$ cat src/rtl/fsk_tx_ctrl.sv
// -----------------------------------------------------------------------------
// fsk_tx_ctrl
//   Symbol sequencer for the FSK modulator. Each accepted byte is framed
//   UART-style (start bit, DATA_BITS data bits LSB first, optional even parity,
//   stop bit). Every symbol drives the frequency-select output `s` for exactly
//   CLKS_PER_BIT clocks. A one-entry holding register lets frames run back to
//   back with no idle gap.
//
//   Optional feature macro: FSK_PARITY_EN
//     defined   -> a PARITY symbol (XOR of the data bits) is sent before STOP
//     undefined -> DATA is followed directly by STOP
//
// Ports:
//   clk        in   system clock
//   rst        in   synchronous, active-high reset
//   tx_data    in   byte to send, sampled on the handshake edge
//   tx_valid   in   tx_data valid
//   tx_ready   out  holding register empty
//   s          out  frequency select to the modulator (1 = freq1), registered
//   busy       out  FSM not in IDLE
//   bit_strobe out  1-cycle pulse in the first cycle of every symbol
//   frame_done out  1-cycle pulse in the last cycle of the STOP symbol
// -----------------------------------------------------------------------------
module fsk_tx_ctrl #(
  parameter int   CLKS_PER_BIT = 16,
  parameter int   DATA_BITS    = 8,
  parameter logic IDLE_LEVEL   = 1'b1
) (
  input  logic                 clk,
  input  logic                 rst,
  input  logic [DATA_BITS-1:0] tx_data,
  input  logic                 tx_valid,
  output logic                 tx_ready,
  output logic                 s,
  output logic                 busy,
  output logic                 bit_strobe,
  output logic                 frame_done
);

  localparam int CW = (CLKS_PER_BIT > 1) ? $clog2(CLKS_PER_BIT) : 1;
  localparam int IW = (DATA_BITS > 1) ? $clog2(DATA_BITS) : 1;

  localparam logic [CW-1:0] CNT_LAST    = CW'(CLKS_PER_BIT - 1);
  // frame_done is registered, so it is raised one count before the last one.
  localparam logic [CW-1:0] CNT_PRELAST = CW'(CLKS_PER_BIT - 2);
  localparam logic [IW-1:0] IDX_LAST    = IW'(DATA_BITS - 1);

`ifdef FSK_PARITY_EN
  typedef enum logic [2:0] {
    IDLE   = 3'd0,
    START  = 3'd1,
    DATA   = 3'd2,
    PARITY = 3'd3,
    STOP   = 3'd4
  } state_t;
`else
  typedef enum logic [1:0] {
    IDLE  = 2'd0,
    START = 2'd1,
    DATA  = 2'd2,
    STOP  = 2'd3
  } state_t;
`endif

  state_t               state_r;
  logic [CW-1:0]        baud_cnt_r;
  logic [IW-1:0]        bit_idx_r;
  logic [DATA_BITS-1:0] shift_r;
  logic [DATA_BITS-1:0] hold_reg_r;
  logic                 hold_full_r;
  logic                 hs_s;
  logic                 cnt_last_s;
  logic [DATA_BITS-1:0] load_data_s;
`ifdef FSK_PARITY_EN
  logic                 parity_r;

  function automatic logic even_parity(input logic [DATA_BITS-1:0] d);
    return ^d;
  endfunction
`endif

  assign tx_ready = !hold_full_r;
  assign busy     = (state_r != IDLE);

  // Handshake detect, symbol-end detect and the byte a new frame starts from.
  always_comb begin
    hs_s        = tx_valid && !hold_full_r;
    cnt_last_s  = (baud_cnt_r == CNT_LAST);
    load_data_s = hold_reg_r;
    // From IDLE with an empty holding register the incoming byte goes straight
    // to the shifter so the start bit follows the handshake edge directly.
    if (hold_full_r) begin
      load_data_s = hold_reg_r;
    end else begin
      load_data_s = tx_data;
    end
  end

  // Holding register, frame FSM, baud/bit counters and registered outputs.
  always_ff @(posedge clk) begin
    if (rst) begin
      state_r     <= IDLE;
      baud_cnt_r  <= '0;
      bit_idx_r   <= '0;
      shift_r     <= '0;
      hold_reg_r  <= '0;
      hold_full_r <= 1'b0;
      s           <= IDLE_LEVEL;
      bit_strobe  <= 1'b0;
      frame_done  <= 1'b0;
`ifdef FSK_PARITY_EN
      parity_r    <= 1'b0;
`endif
    end else begin
      bit_strobe <= 1'b0;
      frame_done <= 1'b0;

      // A consume later in this block overrides the set of hold_full_r.
      if (hs_s) begin
        hold_reg_r  <= tx_data;
        hold_full_r <= 1'b1;
      end

      case (state_r)
        IDLE: begin
          s          <= IDLE_LEVEL;
          baud_cnt_r <= '0;
          if (hold_full_r || hs_s) begin
            shift_r     <= load_data_s;
`ifdef FSK_PARITY_EN
            parity_r    <= even_parity(load_data_s);
`endif
            hold_full_r <= 1'b0;
            state_r     <= START;
            s           <= ~IDLE_LEVEL;
            bit_strobe  <= 1'b1;
          end
        end

        START: begin
          if (cnt_last_s) begin
            baud_cnt_r <= '0;
            bit_idx_r  <= '0;
            state_r    <= DATA;
            s          <= shift_r[0];
            bit_strobe <= 1'b1;
          end else begin
            baud_cnt_r <= baud_cnt_r + CW'(1'b1);
          end
        end

        DATA: begin
          if (cnt_last_s) begin
            baud_cnt_r <= '0;
            bit_strobe <= 1'b1;
            if (bit_idx_r == IDX_LAST) begin
`ifdef FSK_PARITY_EN
              state_r <= PARITY;
              s       <= parity_r;
`else
              state_r <= STOP;
              s       <= IDLE_LEVEL;
`endif
            end else begin
              // Next symbol is the bit that becomes shift_r[0] after the shift.
              shift_r   <= shift_r >> 1;
              bit_idx_r <= bit_idx_r + IW'(1'b1);
              s         <= shift_r[1];
            end
          end else begin
            baud_cnt_r <= baud_cnt_r + CW'(1'b1);
          end
        end

`ifdef FSK_PARITY_EN
        PARITY: begin
          if (cnt_last_s) begin
            baud_cnt_r <= '0;
            state_r    <= STOP;
            s          <= IDLE_LEVEL;
            bit_strobe <= 1'b1;
          end else begin
            baud_cnt_r <= baud_cnt_r + CW'(1'b1);
          end
        end
`endif

        STOP: begin
          if (baud_cnt_r == CNT_PRELAST) begin
            frame_done <= 1'b1;
          end
          if (cnt_last_s) begin
            baud_cnt_r <= '0;
            if (hold_full_r) begin
              // Held byte starts immediately: no idle cycle between frames.
              shift_r     <= hold_reg_r;
`ifdef FSK_PARITY_EN
              parity_r    <= even_parity(hold_reg_r);
`endif
              hold_full_r <= 1'b0;
              state_r     <= START;
              s           <= ~IDLE_LEVEL;
              bit_strobe  <= 1'b1;
            end else begin
              state_r <= IDLE;
              s       <= IDLE_LEVEL;
            end
          end else begin
            baud_cnt_r <= baud_cnt_r + CW'(1'b1);
          end
        end

        default: begin
          state_r     <= IDLE;
          baud_cnt_r  <= '0;
          s           <= IDLE_LEVEL;
        end
      endcase
    end
  end

endmodule

$ cat config.mk
export PLATFORM = sky130hd
export DESIGN_NAME = fsk_tx_ctrl
export DESIGN_NICKNAME = d
export VERILOG_FILES = /design/src/rtl/fsk_tx_ctrl.sv
export SDC_FILE = /design/constraint.sdc
export NUM_CORES = 1
export LEC_CHECK = 0
export ABC_AREA = 1
export CORE_AREA = 3 3 70 72
export CTS_CLUSTER_DIAMETER = 100
export DETAILED_ROUTE_END_ITERATION = 6
export DIE_AREA = 0 0 73 75
export PLACE_DENSITY_LB_ADDON = 0.3
export RECOVER_POWER = 50
export REMOVE_ABC_BUFFERS = 1
export SLEW_MARGIN = 20
export SYNTH_ARGS = -nofsm -noshare
export SYNTH_HDL_FRONTEND = slang
export SYNTH_SLANG_ARGS = --single-unit
$ cat constraint.sdc
create_clock -name clk -period 1.7 [get_ports clk]
set_input_delay 0.51 -clock clk [delete_from_list [all_inputs] [get_ports clk]]
set_output_delay 0.51 -clock clk [all_outputs]
set_load 0.05 [all_outputs]
==> run metrics, run 1 <==
status=finished, final reports clean; Finished Layout Cells=330; post-synth top area share=35.4%; Synth area leader=dfxtp_1; # setup viols final=0; routed vias/inst=4.65; Num CTS Buffers=5; core area=0.00435 sq mm; routed wire length=3720 um; Setup CP Type=register to output port; Antenna diodes=0; clock slew at reported path FFs=about 0.060 ns; Initial Utilization=a little under two fifths; drt pass-1 iters=4; final core utilization=47.1%; Die H=between 70 and 80 um; gpl congestion=0.872; post-synthesis instance area=0.00164 sq mm; peak supply drop=~1.3 mV; DRT iter0 DRCs=~70; Skew-Pair Late Insertion Delay=between 0.2 and 0.3 ns; critical path arrival=between 1 and 1.5 ns; Yosys reg bits=29; worst hold path type=register to register; Filler cells=452; cells after synthesis=between 200 and 250; PnR worst setup slack=0.0845 ns; Cells after DPL=~320; synth unique cells=25; row count=24; syn avg cell area=roughly 6.6 sq um; maxcap violations=0; FMAX=619 MHz; pre-CTS WS=-0.0488 ns; clock root buffer master=clkbuf_8; most frequent cells in the layout=nand2_1 (64), inv_1 (35), nor2_1 (33); critical-path maximum fanout=5; RSZ-0062 raised after global routing=false; area added between synthesis and finish=24.8%; Detailed Place HPWL=~2700 um; IO Pins=16; Fin. Hold Viols=0; die area=0.00548 sq mm; global route overflow=0; Die Wd=roughly 73 um; Pwr Density=between 1500 and 2000 mW/mm^2; Clock Skew=approximately 0.012 ns; Pwr Total=approximately 3.6 mW; hold_buf cts=0; setup_tns=0 ns; Seq/Total Area, Yosys=35.4%; largest net degree at the start of global routing=17; crit share post-route=95.0%; kind of end point of the critical path=output port; Worst Tran Pin Value=0.506 ns; first-pass GRT wire length=between 6000 and 7000 um; top cells by area, synth=dfxtp_1 (35%), nand2_1 (14%), inv_1 (8.7%); Synth warnings=0; LEAKAGE=around 1.0 nW; CTS tree=built; most common cell after layout, fill and taps aside=nand2_1; Detail Route Antenna Nets=0; Worst Path Required=~1.2 ns; maximum buffer depth of the clock tree=2; vias in the first global route=1,470; fin nets=~300; placed cell areas=between 0.0015 and 0.002 sq mm; CP startpoint kind=register; crit path time final=about 1.6 ns; fin area=between 0.002 and 0.0025 sq mm; buffers added on ports=15; layout cells sized above 1=between 10% and 20%; Via Count=1,534; initial antenna violation count=0; htree depth=2; relative slew slack=66.2%; Hold Slack=around 0.46 ns; clock sink count=29; All-Layer GR Usage=~15%; DRC viols=0; Slew Limit Fails=0; Avg WL per Cell=around 11 um
## registers in the layout, summed over array words and instances, names as in the netlist
| name | count |
|---|---|
| baud_cnt_r | 4 |
| bit_idx_r | 3 |
| bit_strobe | 1 |
| hold_full_r | 1 |
| hold_reg_r | 8 |
| s | 1 |
| frame_done | 1 |
| shift_r | 8 |
| state_r | 2 |
## report_power, final
part / switching [mW] / leakage [nW] / total [mW] / internal (mW)
logic: 1.13 / 0.728 / 1.85 / 0.716
clock network: 0.262 / 0.0585 / 0.739 / 0.477
registers: 0.117 / 0.240 / 1.02 / 0.900
## worst paths after layout
kind,startpoint,to,slack [ns],depth (start not counted)
max,state_r[1],busy,0.08,4
min,baud_cnt_r[0],baud_cnt_r[0],0.46,1
max reg2reg,state_r[0],shift_r[0],0.18,8
min reg2reg,baud_cnt_r[0],baud_cnt_r[0],0.46,1
## Yosys cell counts
| library cell | instances |
|---|---|
| nand3_4 | 1 |
| nand2_2 | 2 |
| nand2_1 | 63 |
| dfxtp_1 | 29 |
| a21oi_1 | 15 |
| clkbuf_1 | 2 |
| inv_4 | 1 |
| nor3_1 | 2 |
| nor2_2 | 3 |
| o22ai_1 | 1 |
| o21ai_1 | 6 |
| buf_6 | 2 |
| buf_2 | 3 |
| ha_1 | 10 |
| inv_2 | 1 |
| nor2_4 | 1 |
| nand4_1 | 1 |
| nand3_2 | 1 |
| inv_1 | 38 |
| a221oi_1 | 2 |
| nor2_1 | 34 |
| buf_4 | 1 |
| nand3_1 | 19 |
| or2_2 | 1 |
| o21ai_0 | 10 |
## cell type report
class / count / area [sq um] / share of cell area [%]
multi-input cells: 172 / 858 / 41.9
clock inverters: 1 / 30.0 / 1.47
repair buffers: 29 / 275 / 13.4
inverters: 40 / 153 / 7.45
flip-flops and latches: 29 / 582 / 28.4
well taps: 52 / 65.1 / 3.17
clock buffers: 7 / 86.3 / 4.21
## worst max-delay path, stage by stage, from the launching register on
cell and delay (ns):
dfxtp_2 0.37, inv_2 0.07, ha_2 0.18, inv_2 0.08, buf_12 0.13
## per-layer routing
metal	wire, um	GRT usage (%)	vias to the layer above
li1	-	-	830
met1	1780	18.4	675
met2	1720	24.4	26
met3	186	4.27	3
met4	34	6.97	0
met5	0	0	-
## what timing repair did
item | in CTS | in global routing
gates resized for setup | 3 | 3
endpoints found under the setup margin | 1 | 2
buffers inserted | 0 | 0
## kinds of logic (layout without fill, tap and decap cells)
kind of cell             Yosys count  in the layout  synth area share [%]
buffers and inverters             48             77                  12.5
flip-flops                        29             29                  35.4
AO/OA/AOI/OAI                     34             34                  10.9
AND/OR/NAND/NOR                  128            128                  33.6
adder cells (fa/ha/maj)           10             10                  7.62
Power figures use the tool's default switching activity.
==> inputs of run 2 (changes only) <==
--- a/config.mk
+++ b/config.mk
@@ -6,13 +6,15 @@
 export NUM_CORES = 1
 export LEC_CHECK = 0
 export ABC_AREA = 1
-export CORE_AREA = 3 3 70 72
+export CORE_AREA = 3 3 89 57
 export CTS_CLUSTER_DIAMETER = 100
 export DETAILED_ROUTE_END_ITERATION = 6
-export DIE_AREA = 0 0 73 75
+export DIE_AREA = 0 0 92 60
+export GPL_TIMING_DRIVEN = 0
 export PLACE_DENSITY_LB_ADDON = 0.3
 export RECOVER_POWER = 50
 export REMOVE_ABC_BUFFERS = 1
+export SKIP_LAST_GASP = 1
 export SLEW_MARGIN = 20
 export SYNTH_ARGS = -nofsm -noshare
 export SYNTH_HDL_FRONTEND = slang
==> run 2 against run 1 <==
  * Die area rose by 0.82%
  * Utilization up 1.7 points
  * Routed wire length grew 7.5%
  * Via count rose by 0.65%
  * Global-route usage shrank 0.20 points
  * Cell count up 1.8%
  * Cell area fell by 0.37%
  * Critical path depth unchanged
  * Total power shrank 2.5%
  * Non-clock buffer count decreased by 3
  * Clock skew shrank 0.0041 ns
  * Setup slack worse by 0.078 ns
  * Largest cell class unchanged
  * Largest power group unchanged
  * Highest routed layer unchanged
==> run metrics, run 2 (synthesis gave the netlist of run 1 again) <==
Pwr Total=~3.5 mW; status=finished, final reports clean; Pwr Density=between 1500 and 2000 mW/mm^2; Finished Layout Cells=roughly 340; fin nets=~300; critical-path maximum fanout=3; slowest cell on the critical path=dfxtp_4; largest registers=hold_reg_r: 8 flops, shift_r: 8 flops, baud_cnt_r: 4 flops; All-Layer GR Usage=between 10% and 20%; most frequent cells in the layout=nand2_1 (64), nor2_1 (34), inv_1 (33); CP startpoint kind=register; DRC viols=0; Avg WL per Cell=approximately 12 um; Clk pwr share=between 15 and 20%; Fin. Hold Viols=0; Switch Pwr=approximately 1.6 mW; Cells after DPL=roughly 320; row count=18; Setup CP Type=register to output port; htree depth=2; buffers added on ports=15; Met1 Routed Length=between 2000 and 2500 um; LEAKAGE=0.969 nW; Max Used Layer=met4; Initial Utilization=between 30% and 40%; clock root buffer master=clkbuf_8; critical path arrival=1.18 ns; Pint=between 1.5 and 2 mW; routed wire length=~4000 um; clock slew at reported path FFs=~0.07 ns; DRT iter0 DRCs=89; routed vias/inst=~4.6; clock sink count=29; most common cell after layout, fill and taps aside=nand2_1; vias in the first global route=1,278; Clock Skew=a little under 0.008 ns; layout cells sized above 1=approximately 15%; # setup viols final=0; relative slew slack=between 60% and 70%; Worst Path Required=about 1.2 ns; Num CTS Buffers=5; fin area=just over 0.002 sq mm; maximum buffer depth of the clock tree=2; WL met3=between 400 and 500 um; area added between synthesis and finish=24.4%; maxcap violations=0; global route overflow=0; placed cell areas=~0.0018 sq mm; Die H=60 um; kind of end point of the critical path=output port; first-pass GRT wire length=about 6300 um; Skew-Pair Late Insertion Delay=around 0.28 ns; Sw Ratio=45.3%; hold_sp=baud_cnt_r[0]; final core utilization=approximately 49%; Antenna diodes=0; crit path time final=roughly 1.7 ns; CTS tree=built; Seq pwr share=~31%; Die Wd=between 90 and 100 um; hold_buf cts=0; die area=between 0.005 and 0.006 sq mm; drt pass-1 iters=4; core area=roughly 0.0042 sq mm; Reg-to-Reg Start=state_r[0]; Reg2Reg Depth=9; Via Count=between 1,500 and 2,000; worst hold path type=register to register; Slew Limit Fails=0; Worst Tran Pin Value=about 0.48 ns; crit share post-route=99.6%; setup_tns=0 ns; largest net degree at the start of global routing=17; RSZ-0062 raised after global routing=true; Detailed Place HPWL=2600 um; FMAX=between 500 and 600 MHz; worst stage delay on the critical path=roughly 0.36 ns; Detail Route Antenna Nets=0; IO Pins=16; Logic pwr share=53.7%; cell chain of the critical path=clkinvlp_4 > ha_4 > inv_4 > buf_8; met2 wire length=between 1000 and 1500 um; worst hold path stage count=1; initial antenna violation count=0; Filler cells=about 440; peak supply drop=approximately 0.72 mV; Crit. Startpoint=state_r[0]; gpl congestion=0.807
## run 2: changes by cell type in the layout (fill, tap and decap cells not counted), sizes merged, moves of 2 or more
cell,delta
clkbuf,-3
clkinvlp,+4
clkinv,+2
dlygate4sd2,+2
dlymetal6s2s,-2
inv,-3
## run 2: what timing repair did
action                                 in CTS  in global routing
gates cloned                                1                  0
setup endpoints to repair                  29                 24
setup buffers                               3                  8
endpoints found under the hold margin       0                  0
gates resized for setup                    25                 12
pin swaps                                   0                  1
## run 2: worst max-delay path: cells and delay by family (launching register included)
family / cells / cell delay [ns]
buf+inv: 3 / 0.33
fa+ha+maj: 1 / 0.21
flops: 1 / 0.36
## run 2: metrics by stage
stage          hold WS (ns)  setup slack [ns]
4_1_cts               0.467            -0.157
3_5_place_dp          0.451            -0.546
6_report              0.465           0.00678
5_1_grt               0.486           -0.0222
3_3_place_gp          0.445            -0.519
2_1_floorplan         0.430             0.130
## run 2: cell type report
class / count / area (sq um) / share of cell area [%]
multi-input combinational: 172 / 886 / 43.4
sequential: 29 / 592 / 29.0
timing repair buffer: 26 / 233 / 11.4
inverter: 40 / 166 / 8.15
tap: 60 / 75.1 / 3.68
clock buffer: 6 / 72.6 / 3.55
clock inverter: 2 / 10.0 / 0.490
timing repair inverter: 1 / 7.51 / 0.368
## run 2: metal layers
layer / global-route usage (%) / vias up
met4: 3.81 / 0
li1: - / 826
met5: 0 / -
met2: 19.0 / 54
met3: 4.03 / 2
met1: 23.5 / 662
## run 2: worst paths after layout
path	slack [ns]	endpoint
hold / removal	0.46	baud_cnt_r[0]
setup / recovery	0.007	busy
hold reg to reg	0.46	baud_cnt_r[0]
setup reg to reg	0.10	shift_r[1]
## run 2: power by group through the flow
stage          Sequential [mW]  Combinational (mW)  Clock (mW)
2_1_floorplan             1.08                1.22           0
3_3_place_gp              1.06                1.61           0
3_5_place_dp              1.07                1.62           0
4_1_cts                   1.07                1.68       0.567
5_1_grt                   1.10                2.10       0.601
6_report                  1.07                1.89       0.555
